==> config.mk <==
export PLATFORM = sky130hd
export DESIGN_NAME = simd_wb_arbiter
export DESIGN_NICKNAME = d
export VERILOG_FILES = /design/src/rtl/simd_wb_arbiter.sv
export SDC_FILE = /design/constraint.sdc
export NUM_CORES = 2
export LEC_CHECK = 0
export BUFFER_PORTS_ARGS = -buffer_cell sky130_fd_sc_hd__buf_2
export CAP_MARGIN = 20
export CORE_ASPECT_RATIO = 1.75
export CORE_MARGIN = 2
export CORE_UTILIZATION = 51
export DETAILED_ROUTE_END_ITERATION = 6
export GPL_TIMING_DRIVEN = 0
export PLACE_DENSITY = 0.79
export SYNTH_ARGS = -nofsm -noshare
export SYNTH_HDL_FRONTEND = slang
export SYNTH_SLANG_ARGS = --single-unit
==> constraint.sdc <==
create_clock -name clk_i -period 10.81 [get_ports clk_i]
set_clock_uncertainty 0.2 [all_clocks]
set_input_delay 0 -clock clk_i [delete_from_list [all_inputs] [get_ports clk_i]]
set_output_delay 0 -clock clk_i [all_outputs]
set_load 0.01 [all_outputs]
==> src/rtl/simd_wb_arbiter.sv <==
// Per-source result FIFOs feeding NUM_WB vector regfile write ports.
// Heads are granted round-robin and land in registered write-port slots.
module simd_wb_arbiter #(
    parameter int NUM_SRC    = 4,
    parameter int NUM_WB     = 2,
    parameter int FIFO_DEPTH = 2,
    parameter int ADDR_W     = 6,
    parameter int DATA_W     = 128
) (
    input  logic                       clk_i,
    input  logic                       rstn_i,
    input  logic                       flush_i,
    input  logic [NUM_SRC-1:0]         src_valid_i,
    input  logic [NUM_SRC*ADDR_W-1:0]  src_addr_i,
    input  logic [NUM_SRC*DATA_W-1:0]  src_data_i,
    output logic [NUM_SRC-1:0]         src_ready_o,
    output logic [NUM_WB-1:0]          wb_enable_o,
    output logic [NUM_WB*ADDR_W-1:0]   wb_addr_o,
    output logic [NUM_WB*DATA_W-1:0]   wb_data_o,
    output logic                       fifo_empty_o
);

    localparam int PW = $clog2(FIFO_DEPTH) + 1;
    localparam int IW = PW - 1;
    localparam int SW = (NUM_SRC > 1) ? $clog2(NUM_SRC) : 1;

    logic [PW-1:0]     r_wptr    [NUM_SRC];
    logic [PW-1:0]     r_rptr    [NUM_SRC];
    logic [ADDR_W-1:0] r_addrMem [NUM_SRC][FIFO_DEPTH];
    logic [DATA_W-1:0] r_dataMem [NUM_SRC][FIFO_DEPTH];
    logic [SW-1:0]     r_rrPtr;
    logic [NUM_WB-1:0]        r_wbEnable;
    logic [NUM_WB*ADDR_W-1:0] r_wbAddr;
    logic [NUM_WB*DATA_W-1:0] r_wbData;

    logic [NUM_SRC-1:0] w_full;
    logic [NUM_SRC-1:0] w_empty;
    logic [NUM_SRC-1:0] w_push;
    logic [NUM_SRC-1:0] w_pick;
    logic [NUM_WB-1:0]  w_slotValid;
    logic [SW-1:0]      w_slotSrc  [NUM_WB];
    logic [ADDR_W-1:0]  w_headAddr [NUM_WB];
    logic [DATA_W-1:0]  w_headData [NUM_WB];
    logic [SW-1:0]      w_rrNext;

    always_comb begin
        for (int s = 0; s < NUM_SRC; s++) begin
            w_full[s]  = (r_wptr[s][PW-1] != r_rptr[s][PW-1]) &&
                         (r_wptr[s][IW-1:0] == r_rptr[s][IW-1:0]);
            w_empty[s] = (r_wptr[s] == r_rptr[s]);
        end
    end

    assign src_ready_o = ~w_full & {NUM_SRC{rstn_i}};
    assign w_push      = src_valid_i & src_ready_o & {NUM_SRC{~flush_i}};

    // Rotate the scan start to rr_ptr; the k-th non-empty FIFO found owns slot k.
    always_comb begin
        int          cnt;
        logic [SW:0] sum;
        logic [SW-1:0] idx;
        w_pick      = '0;
        w_slotValid = '0;
        w_rrNext    = r_rrPtr;
        cnt         = 0;
        sum         = '0;
        idx         = '0;
        for (int k = 0; k < NUM_WB; k++) begin
            w_slotSrc[k] = '0;
        end
        for (int i = 0; i < NUM_SRC; i++) begin
            sum = {1'b0, r_rrPtr} + (SW+1)'(i);
            if (sum >= (SW+1)'(NUM_SRC)) begin
                sum = sum - (SW+1)'(NUM_SRC);
            end
            idx = sum[SW-1:0];
            if (!w_empty[idx] && cnt < NUM_WB) begin
                w_pick[idx] = 1'b1;
                for (int k = 0; k < NUM_WB; k++) begin
                    if (k == cnt) begin
                        w_slotValid[k] = 1'b1;
                        w_slotSrc[k]   = idx;
                    end
                end
                w_rrNext = (idx == SW'(NUM_SRC - 1)) ? '0 : idx + 1'b1;
                cnt      = cnt + 1;
            end
        end
    end

    always_comb begin
        for (int k = 0; k < NUM_WB; k++) begin
            w_headAddr[k] = r_addrMem[w_slotSrc[k]][r_rptr[w_slotSrc[k]][IW-1:0]];
            w_headData[k] = r_dataMem[w_slotSrc[k]][r_rptr[w_slotSrc[k]][IW-1:0]];
        end
    end

    always_ff @(posedge clk_i) begin
        for (int s = 0; s < NUM_SRC; s++) begin
            if (w_push[s]) begin
                r_addrMem[s][r_wptr[s][IW-1:0]] <= src_addr_i[s*ADDR_W +: ADDR_W];
                r_dataMem[s][r_wptr[s][IW-1:0]] <= src_data_i[s*DATA_W +: DATA_W];
            end
        end
    end

    always_ff @(posedge clk_i or negedge rstn_i) begin
        if (!rstn_i) begin
            for (int s = 0; s < NUM_SRC; s++) begin
                r_wptr[s] <= '0;
                r_rptr[s] <= '0;
            end
            r_rrPtr    <= '0;
            r_wbEnable <= '0;
            r_wbAddr   <= '0;
            r_wbData   <= '0;
        end else if (flush_i) begin
            for (int s = 0; s < NUM_SRC; s++) begin
                r_wptr[s] <= '0;
                r_rptr[s] <= '0;
            end
            r_rrPtr    <= '0;
            r_wbEnable <= '0;
            r_wbAddr   <= '0;
            r_wbData   <= '0;
        end else begin
            for (int s = 0; s < NUM_SRC; s++) begin
                if (w_push[s]) begin
                    r_wptr[s] <= r_wptr[s] + 1'b1;
                end
                if (w_pick[s]) begin
                    r_rptr[s] <= r_rptr[s] + 1'b1;
                end
            end
            if (|w_pick) begin
                r_rrPtr <= w_rrNext;
            end
            r_wbEnable <= w_slotValid;
            for (int k = 0; k < NUM_WB; k++) begin
                r_wbAddr[k*ADDR_W +: ADDR_W] <= w_slotValid[k] ? w_headAddr[k] : '0;
                r_wbData[k*DATA_W +: DATA_W] <= w_slotValid[k] ? w_headData[k] : '0;
            end
        end
    end

    assign wb_enable_o  = r_wbEnable;
    assign wb_addr_o    = r_wbAddr;
    assign wb_data_o    = r_wbData;
    assign fifo_empty_o = (&w_empty) && !(|r_wbEnable);

endmodule

=== Yosys cells after proc, flatten, opt, wreduce, memory -nomap -nowiden ===
Memories as Yosys holds them, arrays and structs flattened.
Index checks and enable logic that the tools add are counted.

* Add/subtract/negate cells: 21
* $lt $le $gt $ge: 27
* Equal/unequal tests: 20
* Mux-type cells: 120
* Bitwise logic cells: 16
* Reductions and logical operators: 36

{| class="wikitable"
|+ Operators by type and width
! cell !! number
|-
| $mux 128 || 12
|-
| $mux 256 || 5
|-
| $demux 128 s1 || 4
|-
| $eq 2x32->1 const A || 3
|-
| $logic_not 32->1 || 3
|-
| $lt 32x3->1 const B || 3
|-
| $mux 6 || 12
|-
| $mux 2 || 33
|-
| $add 32x2->32 const B || 2
|-
| $mux 32 || 2
|-
| $mux 12 || 5
|-
| $mux 4 || 7
|-
| $add 2x1->2 const B || 12
|-
| $demux 6 s1 || 4
|-
| $mux 1 || 24
|-
| $reduce_bool 2->1 || 9
|-
| $logic_and 1x1->1 || 16
|-
| $mux 8 || 2
|-
| $ge 3x3->1 const B || 5
|-
| $and 4x4->4 || 3
|-
| $ge 2x2->1 const B || 6
|-
| $lt 2x3->1 const B || 4
|-
| $not 1->2 || 6
|-
| $or 4x4->4 || 3
|-
| other kinds (22) || 55
|}

* Flip-flop bits (word level): 288
* RAM bits: 1072
* Bits of input ports: 543
* Output and inout port bits: 275
* Logic and storage cells: 254
* Memories kept: 2

{| class="wikitable"
|+ Memory list
! name !! words !! width !! rd ports !! clocked after Yosys merged registers in !! write ports !! RTL line !! source
|-
| r_dataMem || 4 || 256 || 2 || 0 || 4 || 30 || <nowiki>logic [DATA_W-1:0] r_dataMem [NUM_SRC][FIFO_DEPTH];</nowiki>
|-
| r_addrMem || 4 || 12 || 2 || 0 || 4 || 29 || <nowiki>logic [ADDR_W-1:0] r_addrMem [NUM_SRC][FIFO_DEPTH];</nowiki>
|}

=== Longest topological paths before layout ===
* Word-level depth: 24
* Depth in mapped cells: 18
* Gate-level depth less buffers: 12

=== Worst setup path after synthesis ===
OpenSTA, ideal clock, no wires.

* Kind: flip-flop to flip-flop
* From: reg r_rptr[1] (netlist name)
* To: mem r_addrMem[3][0] (netlist name) (enable)
* Library setup time: 0.819 ns
* Arrival: 11.052 ns
* Data required time: 9.791 ns
* Setup slack: -1.261 ns
* Cell stages (with the launch flop): 6
* Path buffers: 0
* Clock period less this slack: 12.071 ns
* Cell sequence: dfrtp_1 > xnor2_1 > inv_1 > a21boi_0 > nand2_1 > nor3b_1

{| class="wikitable"
|+ RTL lines
! item !! RTL line !! source
|-
| start, declared || 28 || <nowiki>logic [PW-1:0] r_rptr [NUM_SRC];</nowiki>
|-
| start signal, assigned by index || 132 || <nowiki>r_rptr[s] <= r_rptr[s] + 1'b1;</nowiki>
|-
| end, declared || 29 ||
|}

=== Worst setup path after layout ===
* From: reg r_rptr[4] (netlist name)
* To: reg r_wbData[48], in the netlist wb_data_o[48]

* Longest elaborated chain between the ends: 23
* Elaborated cells on any way between the ends: 51
* Classes of those cells: 2 x add/sub; 3 x order compare; 1 x eq/ne; 33 x mux; 2 x bitwise; 9 x reduce/logical; 1 x memory

{| class="wikitable"
|+ Ends and longest elaborated chain
! item !! RTL line !! source
|-
| $eq 2x2->1 || 50 || <nowiki>w_empty[s] = (r_wptr[s] == r_rptr[s]);</nowiki>
|-
| $bmux 1 s2 || 77 || <nowiki>if (!w_empty[idx] && cnt < NUM_WB) begin</nowiki>
|-
| $mux 1 (implied by the code) || 77 ||
|-
| $mux 1 || 77 ||
|-
| $lt 32x3->1 || 77 ||
|-
| $logic_and 1x1->1 || 77 ||
|-
| $mux 32 || 77 ||
|-
| $lt 32x3->1 || 77 ||
|-
| [4 not listed] || - ||
|-
| $mux 4 || 77 ||
|-
| $not 2->3 (implied by the code) || 94 || <nowiki>w_headData[k] = r_dataMem[w_slotSrc[k]][r_rptr[w_slotSrc[k]][IW-1:0]];</nowiki>
|-
| $bmux 2 s2 || 94 ||
|-
| $mux 1 (implied by the code) (2 in a row) || 94 ||
|-
| $not 1->2 (implied by the code) || 94 ||
|-
| $mux 128 (implied by the code) (3 in a row) || 94 ||
|-
| $mux 128 (*) || 141 || <nowiki>r_wbData[k*DATA_W +: DATA_W] <= w_slotValid[k] ? w_headData[k] : '0;</nowiki>
|-
| $mux 256 (*) || 117 || <nowiki>end else if (flush_i) begin</nowiki>
|-
| end signal, assigned by index || 141 ||
|-
| end, declared || 34 || <nowiki>logic [NUM_WB*DATA_W-1:0] r_wbData;</nowiki>
|}

Mark *: on every way between the ends. The rest lies on a longest branch, timed or not. The select of a mux whose other input is x is not followed.
A chain may end at the register's enable or synchronous reset.

==> metrics.txt <==
final period utilization=56.1%; initial core utilization=51.3%; vias in the first global route=49,200; initial antenna violation count=76; R2R depth=14; drt first pass iters=6; most common cell in the synthesized netlist=edfxtp_1; Max Clk Rate=0.165 GHz; Setup-failing EPs final=0; Mapped Cells=3,095; Layout Nets=5,767; iteration-0 DRC count of the detailed router=7,899; hold-critical path depth=5; Clk Latency, worst-skew pair=0.76 ns; CP Data Required Time=11.21 ns; Area after DPL=66,000 sq um; area share of the largest cell type after synthesis=55.7%; via count=46,700; Hold Path Class=in -> reg; Synth Register Bits=1,360; Layout area overhead=40.4%; total global-route track usage=42.3%; Setup Buffers After CTS=0; slowest CP cell=clkbuf_1; ys async rst share=21.2%; Ports=818; DRC Markers=0; TritonCTS clock tree=done; slowest stage delay, CP=0.83 ns; Max-Slew Margin vs Limit=18.8%; CTS sink cnt=1,360; Critical Path Start=r_rptr[4]$_DFFE_PN0P_; GR Overflow Total=0; drt wl/cell=36.4 um; Die Wd=258 um; Yosys Warn Count=0; Hold Violations, Final=0; Seq/Total Area, Yosys=68.2%; Area contributors post-synth=edfxtp_1, mux4_2, dfrtp_1, nand2_1, a21oi_1; r2r endpoint=wb_data_o[48]$_DFF_PN0_; post-route antenna net violation count=0; post-layout util=72.1%; Reg2Reg Setup Slack=4.74 ns; crit path DAT=6.47 ns; status=complete, no violations; Port Buf Inserts=817; Post-synth EDFFs=1,072; placed wire-length estimate=144,000 um; Cell Chain, Critical Path=xnor2_1 -> nand2_1 -> mux4_2 -> inv_1 -> ha_1 -> clkbuf_1 -> xnor2_1 -> a22o_1 -> buf_6 -> buf_2 -> clkbuf_1 -> mux4_2 -> nand2_1 -> a21oi_1; worst setup path end=wb_data_o[48]$_DFF_PN0_; final WL=250,000 um; Tmin final=6.07 ns; pin count of the biggest net entering global routing=108; first-pass GRT wire length=347,000 um; Die Y=449 um; Post-Layout Cell Count=6,886; Num CTS Buffers=118; Crit Path Max Fanout=11; Slew Limit Fails=0; RSZ-0062 raised after global routing=false; crit path capture type=register; post-synthesis cell type count=53; Die Area=116,000 sq um; H-Tree Level Count=3; Rows=163; Post-Synthesis Cell Area=57,800 sq um; ys flop type=edfxtp_1; post-synth top area cell=edfxtp_1; final instance area=81,200 sq um; max-cap violations=0; clock buffer depth=3; GP Congestion=0.911; Core ar.=113,000 sq um; worst slew pin tran=1.22 ns; syn_nets=3,644; layout cells sized above 1=35.9%; DR vias/cell=6.78; clock slew at reported path FFs=0.08 ns; Mapped Avg Cell Area=18.7 sq um; RR Startpoint=r_rptr[4]$_DFFE_PN0P_; Crit Path Class=reg -> reg; hold_ws=0.0937 ns; dpl cells=5,500; Root Driver=clkbuf_16; synth cell count leaders=edfxtp_1, mux4_2, nand2_1, dfrtp_1, a21oi_1; critical path launch point type=register
registers in the layout, indices dropped and copies added (netlist names):
name / count
r_rptr: 8
r_addrMem: 48
r_dataMem: 1024
r_wptr: 8
wb_addr_o: 12
wb_data_o: 256
wb_enable_o: 2
r_rrPtr: 2
kinds of logic after synthesis:
group	Yosys count	synth area share [%]
buffers and inverters	234	2.50
adder cells (fa/ha/maj)	6	0.130
XOR/XNOR	28	0.424
AO/OA/AOI/OAI	314	3.27
multiplexers	544	21.2
AND/OR/NAND/NOR	609	4.32
flip-flops	1360	68.2
cell usage in the layout (no fill, tap or decap), drive strengths merged, types with 4 or more instances in the layout:
cell and n:
nand3 7, nor2 20, nand2 560, dlygate4sd3 1083
nor3 8, dfrtp 288, xor2 14, edfxtp 1072
diode 78, o21ai 10, clkinv 45, xnor2 14
ha 6, inv 23, mux4 543, bufinv 17
clkinvlp 11, a21boi 5, clkbuf 223, a22oi 4
buf 1060, and2 4, nor3b 4, a21oi 272
critical path: cells and delay by family, from the launching register on:
kind	cells	cell delay, ns
AO/OA/AOI/OAI	2	0.71
XOR/XNOR	2	0.80
adder cells (fa/ha/maj)	1	0.24
buffers and inverters	5	2.12
flip-flops	1	0.48
multiplexers	2	1.05
AND/OR/NAND/NOR	2	0.29
final cells by class:
class | instances | area, sq um
clock buffer | 145 | 3170
timing repair buffer | 2003 | 17100
tap | 1485 | 1860
fill | 6123 | 31400
sequential | 1360 | 39400
clock inverter | 80 | 956
buffer | 218 | 1380
antenna | 78 | 195
inverter | 16 | 60.1
multi-input combinational | 1501 | 17000
stage by stage:
step	setup WS (ns)	TNS (ns)
2_1_floorplan	3.50	0
3_3_place_gp	-8.33	-8619.12
3_5_place_dp	5.20	0
4_1_cts	5.21	0
5_1_grt	4.75	0
6_report	4.74	0
per-layer routing:
| layer | global-route usage (%) | vias up | share of wire, % |
|---|---|---|---|
| met5 | 0 | - | 0.041 |
| met4 | 34.1 | 18 | 10 |
| met3 | 14.5 | 1778 | 14 |
| met2 | 68.2 | 5518 | 47 |
| met1 | 45.0 | 22600 | 29 |
| li1 | - | 16700 | - |
worst min path at each step:
stage | startpoint | endpoint | slack [ns]
after floorplan | rstn_i | r_rptr[0]$_DFFE_PN0P_ | -0.50
after global placement | src_data_i[45] | r_dataMem[0][173]$_DFFE_PP_ | -0.01
after detailed placement | rstn_i | wb_data_o[164]$_DFF_PN0_ | -0.37
after CTS | src_valid_i[2] | r_wptr[2]$_DFFE_PN0P_ | 0.02
after global routing | src_valid_i[2] | r_wptr[2]$_DFFE_PN0P_ | 0.1
final | src_valid_i[3] | r_wptr[0]$_DFFE_PN0P_ | 0.09
repair_timing:
item / in CTS / in global routing
resized for setup: 0 / 0
hold buffers: 1083 / 0
endpoints found under the setup margin: 0 / 0
endpoints found under the hold margin: 1599 / 0
Power is not shown: default switching activity piles up to over one toggle a cycle in this logic, so the estimate is an artifact.
